<file path="src/rtl/vga_draw_ctrl.sv">
// Rectangle fill / screen clear engine for a VGA pixel-write adapter.
// Streams one pixel per cycle in raster order and clips pixels that fall off-screen.
module vga_draw_ctrl #(
    parameter int         SCREEN_W = 320,
    parameter int         SCREEN_H = 240,
    parameter logic [2:0] BG_COLOR = 3'b000
) (
    input  logic       clk,
    input  logic       rst,
    input  logic       cmd_valid,
    output logic       cmd_ready,
    input  logic       cmd_op,
    input  logic [8:0] cmd_x0,
    input  logic [7:0] cmd_y0,
    input  logic [8:0] cmd_w,
    input  logic [7:0] cmd_h,
    input  logic [2:0] cmd_color,
    input  logic       abort,
    output logic [8:0] vga_x,
    output logic [7:0] vga_y,
    output logic [2:0] vga_color,
    output logic       vga_plot,
    output logic       busy,
    output logic       done
);

    typedef enum logic [1:0] {IDLE, DRAW, DONE} state_t;

    state_t     state, state_n;
    logic [8:0] x0_q, x0_n, w_q, w_n, col_q, col_n;
    logic [7:0] y0_q, y0_n, h_q, h_n, row_q, row_n;
    logic [2:0] color_q, color_n;
    logic [8:0] vx_n;
    logic [7:0] vy_n;
    logic [2:0] vc_n;
    logic       plot_n;

    logic       accept, col_last, row_last;
    logic [8:0] sel_x0, sel_w, base_x;
    logic [7:0] sel_y0, sel_h, base_y;
    logic [2:0] sel_color;
    logic [9:0] addr_x, addr_y;

    assign cmd_ready = (state == IDLE);
    assign busy      = (state != IDLE);
    assign done      = (state == DONE);
    assign accept    = cmd_valid & cmd_ready;

    // Clear is just a full-screen fill in the background colour
    assign sel_x0    = cmd_op ? 9'd0 : cmd_x0;
    assign sel_y0    = cmd_op ? 8'd0 : cmd_y0;
    assign sel_w     = cmd_op ? 9'(SCREEN_W) : cmd_w;
    assign sel_h     = cmd_op ? 8'(SCREEN_H) : cmd_h;
    assign sel_color = cmd_op ? BG_COLOR : cmd_color;

    assign col_last  = (col_q == w_q - 9'd1);
    assign row_last  = (row_q == h_q - 8'd1);

    // 10-bit sums so an off-screen pixel is detected instead of wrapping back on-screen
    assign addr_x = {1'b0, base_x} + {1'b0, col_n};
    assign addr_y = {2'b00, base_y} + {2'b00, row_n};

    always_comb begin
        state_n = state;
        x0_n    = x0_q;
        y0_n    = y0_q;
        w_n     = w_q;
        h_n     = h_q;
        color_n = color_q;
        col_n   = col_q;
        row_n   = row_q;
        base_x  = x0_q;
        base_y  = y0_q;
        vx_n    = vga_x;
        vy_n    = vga_y;
        vc_n    = vga_color;
        plot_n  = 1'b0;
        case (state)
            IDLE: begin
                if (accept) begin
                    x0_n    = sel_x0;
                    y0_n    = sel_y0;
                    w_n     = sel_w;
                    h_n     = sel_h;
                    color_n = sel_color;
                    col_n   = 9'd0;
                    row_n   = 8'd0;
                    base_x  = sel_x0;
                    base_y  = sel_y0;
                    if (sel_w == 9'd0 || sel_h == 8'd0) begin
                        state_n = DONE;
                    end else begin
                        state_n = DRAW;
                        vx_n    = addr_x[8:0];
                        vy_n    = addr_y[7:0];
                        vc_n    = sel_color;
                        plot_n  = (addr_x < 10'(SCREEN_W)) && (addr_y < 10'(SCREEN_H));
                    end
                end
            end
            DRAW: begin
                if (abort || (col_last && row_last)) begin
                    state_n = DONE;
                end else begin
                    if (col_last) begin
                        col_n = 9'd0;
                        row_n = row_q + 8'd1;
                    end else begin
                        col_n = col_q + 9'd1;
                    end
                    vx_n   = addr_x[8:0];
                    vy_n   = addr_y[7:0];
                    vc_n   = color_q;
                    plot_n = (addr_x < 10'(SCREEN_W)) && (addr_y < 10'(SCREEN_H));
                end
            end
            DONE:    state_n = IDLE;
            default: state_n = IDLE;
        endcase
    end

    always_ff @(posedge clk) begin
        if (!rst) state <= IDLE;
        else      state <= state_n;
    end

    always_ff @(posedge clk) begin
        if (!rst) begin
            x0_q      <= '0;
            y0_q      <= '0;
            w_q       <= '0;
            h_q       <= '0;
            color_q   <= '0;
            col_q     <= '0;
            row_q     <= '0;
            vga_x     <= '0;
            vga_y     <= '0;
            vga_color <= '0;
            vga_plot  <= 1'b0;
        end else begin
            x0_q      <= x0_n;
            y0_q      <= y0_n;
            w_q       <= w_n;
            h_q       <= h_n;
            color_q   <= color_n;
            col_q     <= col_n;
            row_q     <= row_n;
            vga_x     <= vx_n;
            vga_y     <= vy_n;
            vga_color <= vc_n;
            vga_plot  <= plot_n;
        end
    end

endmodule

</file>
<file path="config.mk">
export PLATFORM = sky130hd
export DESIGN_NAME = vga_draw_ctrl
export DESIGN_NICKNAME = d
export VERILOG_FILES = /design/src/rtl/vga_draw_ctrl.sv
export SDC_FILE = /design/constraint.sdc
export NUM_CORES = 1
export LEC_CHECK = 0
export CORE_UTILIZATION = 61
export DETAILED_ROUTE_END_ITERATION = 8
export PLACE_DENSITY_LB_ADDON = 0.05
export SKIP_LAST_GASP = 1
export SLEW_MARGIN = 25
export SYNTH_ARGS = -nofsm -noshare
export SYNTH_HDL_FRONTEND = slang
export SYNTH_SLANG_ARGS = --single-unit
export TNS_END_PERCENT = 20
</file>
<file path="constraint.sdc">
create_clock -name clk -period 13.4 [get_ports clk]
set_clock_uncertainty 0.2 [all_clocks]
set_input_delay 1.34 -clock clk [delete_from_list [all_inputs] [get_ports clk]]
set_output_delay 1.34 -clock clk [all_outputs]
set_load 0.01 [all_outputs]
</file>
; ---- Yosys cells after proc, flatten, opt, wreduce, memory -nomap -nowiden
; Cells that the tools add are included.
[op_classes]
n_div = 0
order_cmp = 2
n_reduce_logical = 12
bitwise = 1
n_mul = 0
n_eq_ne = 8
n_mux = 37
shift = 0
n_addsub = 6
[ops]
columns = cell, count
row1 = 9-bit two-way mux, 10
row2 = 8-bit two-way mux, 10
row3 = 9-bit case mux with 2 select lines, 2
row4 = 8-bit case mux with 2 select lines, 2
row5 = 3-bit two-way mux, 4
row6 = 9-bit by 9-bit adder with 10-bit output, 1
row7 = 10-bit by 9-bit less-than comparator with 1-bit output (second input constant), 1
row8 = 8-bit by 8-bit adder with 9-bit output, 1
row9 = 9-bit by 1-bit adder with 9-bit output (second input constant), 1
row10 = 9-bit == test, 1
row11 = 9-bit logical NOT, 1
row12 = 9-bit by 8-bit less-than comparator with 1-bit output (second input constant), 1
row13 = 9-bit by 1-bit subtractor with 9-bit output (second input constant), 1
row14 = 8-bit by 1-bit adder with 8-bit output (second input constant), 1
row15 = 8-bit == test, 1
row16 = 8-bit logical NOT, 1
row17 = 8-bit by 1-bit subtractor with 8-bit output (second input constant), 1
row18 = 2-bit two-way mux, 3
row19 = 2-bit != test (second input constant), 3
row20 = 3-bit case mux with 2 select lines, 1
row21 = 2-bit case mux with 2 select lines, 1
row22 = 2-bit AND reduction, 2
row23 = 4-bit AND reduction, 1
row24 = 2-bit nonzero test, 2
row25 = other kinds (9), 13
[totals]
regBits = 77
romBits = 0
latchBits = 0
ramBits = 0
n_memories = 0

; ---- Longest topological paths before layout
; Gate-level depths: netlist (run 1).
[logic_depth]
word_depth = 12
mapped_depth = 21
depth_no_buf = 19

; ---- Worst setup path after synthesis (run 1)
; Ideal clock, no wire load.
[synth_timing]
path_type = reg-to-reg
startpoint = register h_q[2]
endpoint = register vga_x[8]
arrival_ps = 4353
synth_period_minus_slack_ps = 4674
stages_incl_launch_ff = 16
setup_time_ps = 121
required_time_ps = 13079
path_slack_ps = 8726
path_cell_list = dfxtp_1 > or4_4 > or4_4 > a2111oi_4 > o21ai_2 > o41ai_4 > o21ai_1 > o31ai_1 > ha_1 > nor2b_1 > o31a_1 > o311a_1 > o21ai_0 > nor3b_1 > nor3_1 > mux2_2
[synth_via]
elab_chain_cells = 10
word_cells_on_any_way = 13
classes_between = add/sub: 2 / eq/ne: 2 / mux: 6 / reduce/logical: 3
[synth_lines]
columns = element, line_no
row1 = start: declaration, 31  ; logic [7:0] y0_q, y0_n, h_q, h_n, row_q, row_n;
row2 = start signal: assignment, 144  ; h_q <= h_n;
row3 = 8-bit by 1-bit subtractor with 8-bit output (*), 57  ; assign row_last = (row_q == h_q - 8'd1);
row4 = 8-bit == test (*), 57
row5 = 1-bit logical AND (*), 102  ; if (abort || (col_last && row_last)) begin
row6 = 1-bit logical OR (*), 102
row7 = 9-bit two-way mux (*), 102
row8 = 9-bit case mux with 2 select lines (*), 78  ; case (state)
row9 = net col_n[2], 30  ; logic [8:0] x0_q, x0_n, w_q, w_n, col_q, col_n;
row10 = 9-bit by 9-bit adder with 10-bit output (*), 60  ; assign addr_x = {1'b0, base_x} + {1'b0, col_n};
row11 = 9-bit two-way mux, 90  ; if (sel_w == 9'd0 || sel_h == 8'd0) begin
row12 = 9-bit two-way mux, 80  ; if (accept) begin
row13 = 9-bit case mux with 2 select lines (*), 78
row14 = end signal: assignment, 148  ; vga_x <= vx_n;
row15 = end: declaration, 19  ; output logic [8:0] vga_x,
; Mark *: on every way through the listed nets, which the timed path passes. The rest lies on a longest branch. The select of a mux whose other input is x is not followed.
; A chain may end at the register's enable or synchronous reset.

; ---- Worst setup path in the final report (run 1)
[layout_timing]
startpoint = register h_q[2]
endpoint = register vga_plot
[layout_via]
elab_chain_cells = 12
word_cells_on_any_way = 17
classes_between = add/sub: 3 / order compare: 2 / eq/ne: 1 / mux: 8 / reduce/logical: 3
[layout_lines]
columns = element, line_no
row1 = 8-bit by 1-bit subtractor with 8-bit output (*), 57
row2 = 8-bit == test (*), 57
row3 = 1-bit logical AND (*), 102
row4 = 1-bit logical OR (*), 102
row5 = 9-bit two-way mux (*), 102
row6 = 9-bit case mux with 2 select lines (*), 78
row7 = net col_n[4], 30
row8 = 9-bit by 9-bit adder with 10-bit output (*), 60
row9 = 10-bit by 9-bit less-than comparator with 1-bit output (*), "97, 114"
row10 = 1-bit logical AND (*), "97, 114"
row11 = 1-bit two-way mux, 90
row12 = 1-bit two-way mux, 80
row13 = 1-bit case mux with 2 select lines (*), 78
row14 = end signal: assignment, 151  ; vga_plot <= plot_n;
row15 = end: declaration, 22  ; output logic vga_plot,
; Mark *: on every way through the listed nets, which the timed path passes. The rest lies on a longest branch.

==> results of run 1 <==
==> worst max-delay path by stage <==
stage | slack [ps] | start | endpoint
after CTS | 8210 | h_q[2]$_SDFFE_PN0P_ | vga_plot$_SDFF_PN0_
after floorplan | 8730 | h_q[2]$_SDFFE_PN0P_ | vga_x[8]$_SDFFE_PN0P_
after detailed placement | 8090 | abort | vga_plot$_SDFF_PN0_
after global placement | 8190 | abort | vga_plot$_SDFF_PN0_
after global routing | 7840 | w_q[0]$_SDFFE_PN0P_ | vga_plot$_SDFF_PN0_
final | 8150 | h_q[2]$_SDFFE_PN0P_ | vga_plot$_SDFF_PN0_
==> cell type report <==
class / instances / share of cell area
Sequential cell: 77 / 0.2549
Inverter: 23 / 0.01427
Tap cell: 105 / 0.02172
Clock inverter: 6 / 0.01531
Multi-Input combinational cell: 513 / 0.5544
Timing Repair Buffer: 73 / 0.1167
Clock buffer: 10 / 0.02276
==> Yosys cell counts (all sizes together), types with 4 or more instances <==
master   n
or2      8
mux2i   18
xor2     8
o21a     6
ha      21
nand4    6
dfxtp   77
buf      4
xnor2   17
o211ai   7
and3     4
o21ai   35
nand2   75
nand2b  20
o311a    5
a22oi    9
a21oi   36
nor4     8
or3      7
nand3   22
and4     4
and2    19
inv     23
o32ai    7
a21boi   4
clkbuf  39
o31ai    9
or4      7
nor3    26
nor2    55
nor2b    5
nor3b   14
==> metrics by stage <==
stage	utilization	power, mW
detailed placement	0.7117	0.3579
CTS	0.7398	0.5605
finish	0.7398	0.5601
floorplan	-	0.3185
global route	0.7398	0.5832
global placement	0.7117	0.3539
==> cells by family after synthesis <==
logic type	Yosys count
buffers and inverters	66
DFF	77
and+or+nand+nor	286
muxes	20
adders and majority gates	23
AOI/OAI and AO/OA	157
xor gates and xnor gates	27
==> registers in the layout, summed over array words and instances, names as in the netlist <==
| name | count |
|---|---|
| vga_plot | 1 |
| vga_color | 3 |
| color_q | 3 |
| state | 2 |
| y0_q | 8 |
| h_q | 8 |
| vga_y | 8 |
| vga_x | 9 |
| col_q | 9 |
| row_q | 8 |
| w_q | 9 |
| x0_q | 9 |
==> power by group through the flow <==
stage	logic (mW)	registers [mW]	clock network, mW
2_1_floorplan	0.0681	0.250	0
3_3_place_gp	0.103	0.251	0
3_5_place_dp	0.107	0.251	0
4_1_cts	0.107	0.246	0.207
5_1_grt	0.118	0.247	0.218
6_report	0.108	0.246	0.206
==> worst max-delay path: stages, from the launching register on <==
cell and delay [ps]:
sky130_fd_sc_hd__dfxtp_1 370, sky130_fd_sc_hd__or4_4 560, sky130_fd_sc_hd__or4_4 440, sky130_fd_sc_hd__a2111oi_4 390
sky130_fd_sc_hd__o21ai_2 210, sky130_fd_sc_hd__o41ai_4 630, sky130_fd_sc_hd__o21ai_1 180, sky130_fd_sc_hd__o31ai_1 340
sky130_fd_sc_hd__ha_1 310, sky130_fd_sc_hd__o21a_1 150, sky130_fd_sc_hd__o31a_1 150, sky130_fd_sc_hd__o311a_1 340
sky130_fd_sc_hd__o21ai_0 200, sky130_fd_sc_hd__nor3b_1 290, sky130_fd_sc_hd__o32ai_1 160, sky130_fd_sc_hd__nor4_1 250
==> metal layers <==
layer	share of wire	routed length, um
met3	0.044	576
met1	0.44	5843
met4	0.022	289
met2	0.49	6517
met5	0	0
==> summary.md, run 1 <==
| Metric | Value |
|---|---|
| Number of flops mapped to enable cells by yosys | 0 |
| Boundary pin count | 66 |
| Largest net degree at the start of global routing | 60 |
| Area share of the largest cell type after synthesis | 0.2997 |
| Chip Height | 93.83 um |
| Register area | 0.001541 sq mm |
| Number of placed instances, taps included | 791 |
| Leading cell types by total area after synthesis | sky130_fd_sc_hd__dfxtp_1 (30%), sky130_fd_sc_hd__nand2_1 (5.5%), sky130_fd_sc_hd__ha_1 (5.1%) |
| Clock period minus worst slack | 5246 ps |
| Yosys top cell by area | sky130_fd_sc_hd__dfxtp_1 |
| Total of max-cap violations | 0 |
| Warnings from Yosys | 0 |
| Number of antenna violations at the first check in global routing | 0 |
| Sequential group share of total power | 0.439 |
| Post-DP Area | 0.005818 sq mm |
| Total number of vias | 4,981 |
| Worst hold path class | flip-flop to flip-flop |
| Simple-gate portion of the synthesized area | 0.2856 |
| Worst endpoint data arrival time | 5330 ps |
| Post-detailed-route via-to-cell ratio | 6.172 |
| Min-Delay Startpoint | vga_x[3]$_SDFFE_PN0P_ |
| Dominant combinational cell family by area after synthesis | simple AND/OR/NAND/NOR gates |
| Total nets after synthesis | 721 |
| Post-synthesis to final-layout area growth | 17.59% |
| Clock tree from TritonCTS | done |
| Post-layout instance count excluding filler cells | 807 |
| Cell leakage power | 2.364 nW |
| Detail Placement HPWL | 9336 um |
| Status | finished clean |
| Worst hold path cell count | 2 |
| Global-route wire length before repair | 21,870 um |
| R2r worst-path depth | 15 |
| DRC violation count after routing | 0 |
| Post-Synthesis Cells | 656 |
| Maximum operating frequency | 190.6 MHz |
| Area of the mapped netlist | 0.005144 sq mm |
| End of the worst register-to-register path | vga_plot$_SDFF_PN0_ |
| Peak VDD IR | 0.05887 mV |
| Portion of netlist area occupied by mux cells | 0.03941 |
| Root Buffer Master | sky130_fd_sc_hd__clkbuf_8 |
| Clock latency on the worst-skew pair | 360 ps |
| Proportion of synthesized chip area in sequential cells | 0.2997 |
| Proportion of total power due to net switching | 0.2880 |
| H-tree level count | 3 |
| Placer's final routability congestion estimate | 0.9106 |
| Detailed Routing Iterations Pass 1 | 5 |
| P_sw | 0.1613 mW |
| CTS sink count | 77 |
| Cts-stage hold buffer count | 0 |
| Syn Area/Cell | 7.841 sq um |
| Fraction of power consumed by combinational cells | 0.193 |
| Xor and xnor area share after synthesis | 0.05206 |
| Number of flip-flops and latches in the synthesized netlist | 77 |
| Setup repair after global routing missed its margin | false |
| Total Routed Length | 13,230 um |
| Post-synthesis compound-gate area fraction | 0.2155 |
| Initial core utilization | 0.6292 |
| Number of clock buffers inserted by TritonCTS | 9 |
| Drt initial violations | 344 |
| Global-route met3 utilization | 0.03722 |
| Via count of the first global-routing pass | 4,730 |
| Slew @ Worst Pin | 714.5 ps |
| Most common cell after layout, fill and taps aside | sky130_fd_sc_hd__dfxtp_1 |
| Count of antenna-violating nets left after detailed routing | 0 |
| Global Route Usage Sum | 0.3144 |
| Combined area of the multi-input logic cells | 0.003353 sq mm |
| Share of layout cells above drive strength 1 | 0.06838 |
| Data required, critical path | 13,480 ps |
| Distinct cells, synth | 71 |
| Synth Area in Adders | 0.05887 |
| TNS Setup | 0 ps |
| Beginning of the worst register-to-register path | h_q[2]$_SDFFE_PN0P_ |
| Max Slew Vio Count | 0 |
| Fraction of registers with async set or reset after synthesis | 0 |
| CTS max path bufs | 2 |
| P_int | 0.3988 mW |
| Worst Hold Margin | 265.4 ps |
| Number of gates resized after cts | 0 |
| Global-route congestion overflow total | 0 |
| Setup Buffers After CTS | 0 |
| Final Hold Fails | 0 |
| Areal power density over the cells | 92.61 mW/mm^2 |
| Most frequent cells in the layout | sky130_fd_sc_hd__dfxtp_1 (77), sky130_fd_sc_hd__nand2_1 (74), sky130_fd_sc_hd__clkdlybuf4s50_1 (64), sky130_fd_sc_hd__nor2_1 (54), sky130_fd_sc_hd__a21oi_1 (36) |
| Least setup slack across all paths after layout | 8154 ps |
| WS Path Type | flip-flop to flip-flop |
| Final design instance area without fill | 0.006048 sq mm |
| Setup slack on the worst flop-to-flop path | 8150 ps |
| Endpoint, Worst Hold | vga_x[3]$_SDFFE_PN0P_ |
| Most utilized layer in the global route result | met2 |
| Element type at the critical path end | flip-flop |
| Count of port buffers added during placement | 65 |
| Slew HR | 0.5219 |
| Fraction of met2 tracks used by global routing | 0.5560 |
| FP Rows | 33 |
| Critical Path Start Type | flip-flop |
| Core Region | 0.008175 sq mm |
| Final period util | 0.3915 |
| Clock-pin slew on the worst setup and hold paths | 90 ps |
| Inserted Diodes | 0 |
| Number of filler instances in the final layout | 658 |
| Final setup fails | 0 |
| Biggest fanout along the worst timing path | 7 |
| Post-place setup slack | 8086 ps |
| Post-layout nets | 762 |
| Fraction of met1 tracks used by global routing | 0.3917 |
| Area enclosed by the die boundary | 0.008803 sq mm |
| DR WL/cell | 16.39 um |
| Die Width | 93.83 um |
| Flip-flop cell with the highest count after synthesis | sky130_fd_sc_hd__dfxtp_1 |
| Power share of the clock group | 0.368 |
No activity file was read; power rests on OpenSTA's default activity.
==> run 2: changes to the inputs <==
Settings changed: CORE_UTILIZATION 61 to 56.
Clock period 13.4 ns to 5 ns, I/O delays scaled along.
==> summary.md, run 2 (same netlist as run 1, synthesis figures left out) <==
| Metric | Value |
|---|---|
| Status | complete, but fails checks (was finished clean) |
| Violations in the final reports | design-rule violations |
| Chip Height | 97.84 um (was 93.83 um) |
| Worst endpoint data arrival time | 4860 ps (was 5330 ps) |
| WS Path Type | flip-flop to flip-flop (unchanged) |
| Total number of vias | 5,099 (was 4,981) |
| DRC violation count after routing | 2 (was 0) |
| Root Buffer Master | sky130_fd_sc_hd__clkbuf_8 (unchanged) |
| Maximum operating frequency | 208.9 MHz (was 190.6 MHz) |
| Count of buffering cells on the critical path with inverters included | 3 (was 0) |
| Drt initial violations | 266 (was 344) |
| Clock tree from TritonCTS | done (unchanged) |
| Global-route congestion overflow total | 0 (unchanged) |
| Clock latency on the worst-skew pair | 360 ps (about the same) |
| Post-detailed-route via-to-cell ratio | 6.129 (was 6.172) |
| Final Hold Fails | 0 (unchanged) |
| DR WL/cell | 16.39 um (about the same) |
| Global Route Usage Sum | 0.2926 (was 0.3144) |
| Share of layout cells above drive strength 1 | 0.1091 (was 0.06838) |
| Slew @ Worst Pin | 672.4 ps (was 714.5 ps) |
| Total Routed Length | 13,640 um (was 13,230 um) |
| FP Rows | 34 (was 33) |
| Biggest fanout along the worst timing path | 6 (was 7) |
| Final period util | 0.9572 (was 0.3915) |
| Areal power density over the cells | 230.3 mW/mm^2 (was 92.61 mW/mm^2) |
| Detailed Routing Iterations Pass 1 | 7 (was 5) |
| Total of max-cap violations | 0 (unchanged) |
| Clock period minus worst slack | 4786 ps (was 5246 ps) |
| Element type at the critical path end | flip-flop (unchanged) |
| Global-route wire length before repair | 22,810 um (was 21,870 um) |
| Cell with the biggest individual delay on the critical path | sky130_fd_sc_hd__or4_1 (was sky130_fd_sc_hd__o41ai_4) |
| Die Width | 97.84 um (was 93.83 um) |
| Cell repeated most along the worst path | sky130_fd_sc_hd__buf_4 (was sky130_fd_sc_hd__or4_4) |
| Largest delay contributor family on the critical path | simple AND/OR/NAND/NOR gates (was compound AO/OA/AOI/OAI gates) |
| Inserted Diodes | 0 (unchanged) |
| Worst Hold Margin | 263.8 ps (was 265.4 ps) |
| Most common cell after layout, fill and taps aside | sky130_fd_sc_hd__dfxtp_1 (unchanged) |
| Post-DP Area | 0.005957 sq mm (was 0.005818 sq mm) |
| H-tree level count | 3 (unchanged) |
| Logic depth of the worst path, buffers included | 17 (was 15) |
| Clock-pin slew on the worst setup and hold paths | 90 ps (about the same) |
| Worst hold path cell count | 2 (unchanged) |
| Placer's final routability congestion estimate | 0.8931 (was 0.9106) |
| Largest net degree at the start of global routing | 60 (unchanged) |
| Boundary pin count | 66 (unchanged) |
| R2r worst-path depth | 17 (was 15) |
| Peak VDD IR | 0.1163 mV (was 0.05887 mV) |
| Final setup fails | 0 (unchanged) |
| Initial core utilization | 0.5841 (was 0.6292) |
| Overall power after layout | 1.433 mW (was 0.5601 mW) |
| Count of port buffers added during placement | 65 (unchanged) |
| Area enclosed by the die boundary | 0.009573 sq mm (was 0.008803 sq mm) |
| Core Region | 0.008806 sq mm (was 0.008175 sq mm) |
| Post-layout nets | 785 (was 762) |
| Via count of the first global-routing pass | 5,009 (was 4,730) |
| Largest stage delay, worst path | 490 ps (was 630 ps) |
| Worst hold path class | flip-flop to flip-flop (unchanged) |
| Data required, critical path | 5080 ps (was 13,480 ps) |
| Cells along the critical path | buf_4, or2_2, or4_1, and4b_1, o21ai_2, buf_4, nand4_1, buf_4, or4_1, nand3_1, ha_1, o21a_1, a2111oi_2, nor3_1, xor2_1, and4_1, nor4_1 (was or4_4, or4_4, a2111oi_4, o21ai_2, o41ai_4, o21ai_1, o31ai_1, ha_1, o21a_1, o31a_1, o311a_1, o21ai_0, nor3b_1, o32ai_1, nor4_1) |
| Cell leakage power | 2.473 nW (was 2.364 nW) |
| Count of antenna-violating nets left after detailed routing | 0 (unchanged) |
| CTS max path bufs | 2 (unchanged) |
| Slew HR | 0.5511 (was 0.5219) |
| Final design instance area without fill | 0.006220 sq mm (was 0.006048 sq mm) |
| Detail Placement HPWL | 9938 um (was 9336 um) |
| CTS sink count | 77 (unchanged) |
| Critical Path Start Type | flip-flop (unchanged) |
| Most frequent cells in the layout | sky130_fd_sc_hd__dfxtp_1 (77), sky130_fd_sc_hd__nand2_1 (74), sky130_fd_sc_hd__clkdlybuf4s50_1 (64), sky130_fd_sc_hd__nor2_1 (54), sky130_fd_sc_hd__a21oi_1 (36) (unchanged) |
| Number of clock buffers inserted by TritonCTS | 9 (unchanged) |
| Number of antenna violations at the first check in global routing | 0 (unchanged) |
| Max Slew Vio Count | 0 (unchanged) |
| Post-synthesis to final-layout area growth | 20.92% (was 17.59%) |
[run 2: path summary, 6_finish.rpt]
path                          from                    end  slack [ps]
max            h_q[2]$_SDFFE_PN0P_    vga_plot$_SDFF_PN0_         210
min          vga_x[0]$_SDFFE_PN0P_  vga_x[0]$_SDFFE_PN0P_         260
min reg2reg  vga_x[0]$_SDFFE_PN0P_  vga_x[0]$_SDFFE_PN0P_         260
max reg2reg    h_q[2]$_SDFFE_PN0P_    vga_plot$_SDFF_PN0_         210
[run 2: repair_timing]
| action | in CTS | in global routing |
|---|---|---|
| endpoints found under the setup margin | 0 | 4 |
| setup buffers | 0 | 5 |
| gates resized for setup | 0 | 13 |
| hold buffers | 0 | 0 |
[run 2: report_power, final]
| part | total [mW] | internal [mW] | switching (mW) |
|---|---|---|---|
| Clock | 0.474 | 0.228 | 0.246 |
| Sequential | 0.657 | 0.638 | 0.0184 |
| Combinational | 0.302 | 0.140 | 0.161 |
| Total | 1.43 | 1.01 | 0.426 |
[run 2: per-layer routing]
| metal | vias up | GRT usage | share of wire |
|---|---|---|---|
| met3 | 29 | 0.04009 | 0.047 |
| met4 | 0 | 0.1259 | 0.026 |
| met5 | - | 0 | 0 |
| met1 | 2419 | 0.3592 | 0.44 |
| li1 | 2492 | - | - |
| met2 | 159 | 0.5114 | 0.49 |
[run 2: per-stage QoR]
step / setup TNS (ps) / utilization / setup WS, ps / instances
3_3_place_gp: 0 / 0.6765 / 196.7 / 812
3_5_place_dp: 0 / 0.6765 / 15.11 / 812
2_1_floorplan: 0 / - / 326.2 / 656
5_1_grt: -25.01 / 0.7063 / -25.01 / 832
6_report: 0 / 0.7063 / 214.1 / 832
4_1_cts: 0 / 0.6976 / 3.868 / 827
[run 2: cell type report]
class                   count  area, sq um
flip-flops and latches     77         1541
multi-input cells         513         3392
inverters                  23        86.33
repair buffers             96        878.3
clock buffers               9        123.9
well taps                 108        135.1
fillers                   733         2586
clock inverters             6        62.56
[run 2: worst reg2reg max path, delay by kind of cell, from the launching register on]
family	cells	cell delay, ps
AO/OA/AOI/OAI	3	800
buffers and inverters	3	570
XOR/XNOR	1	170
AND/OR/NAND/NOR	9	2370
flip-flops	1	320
adder cells (fa/ha/maj)	1	280
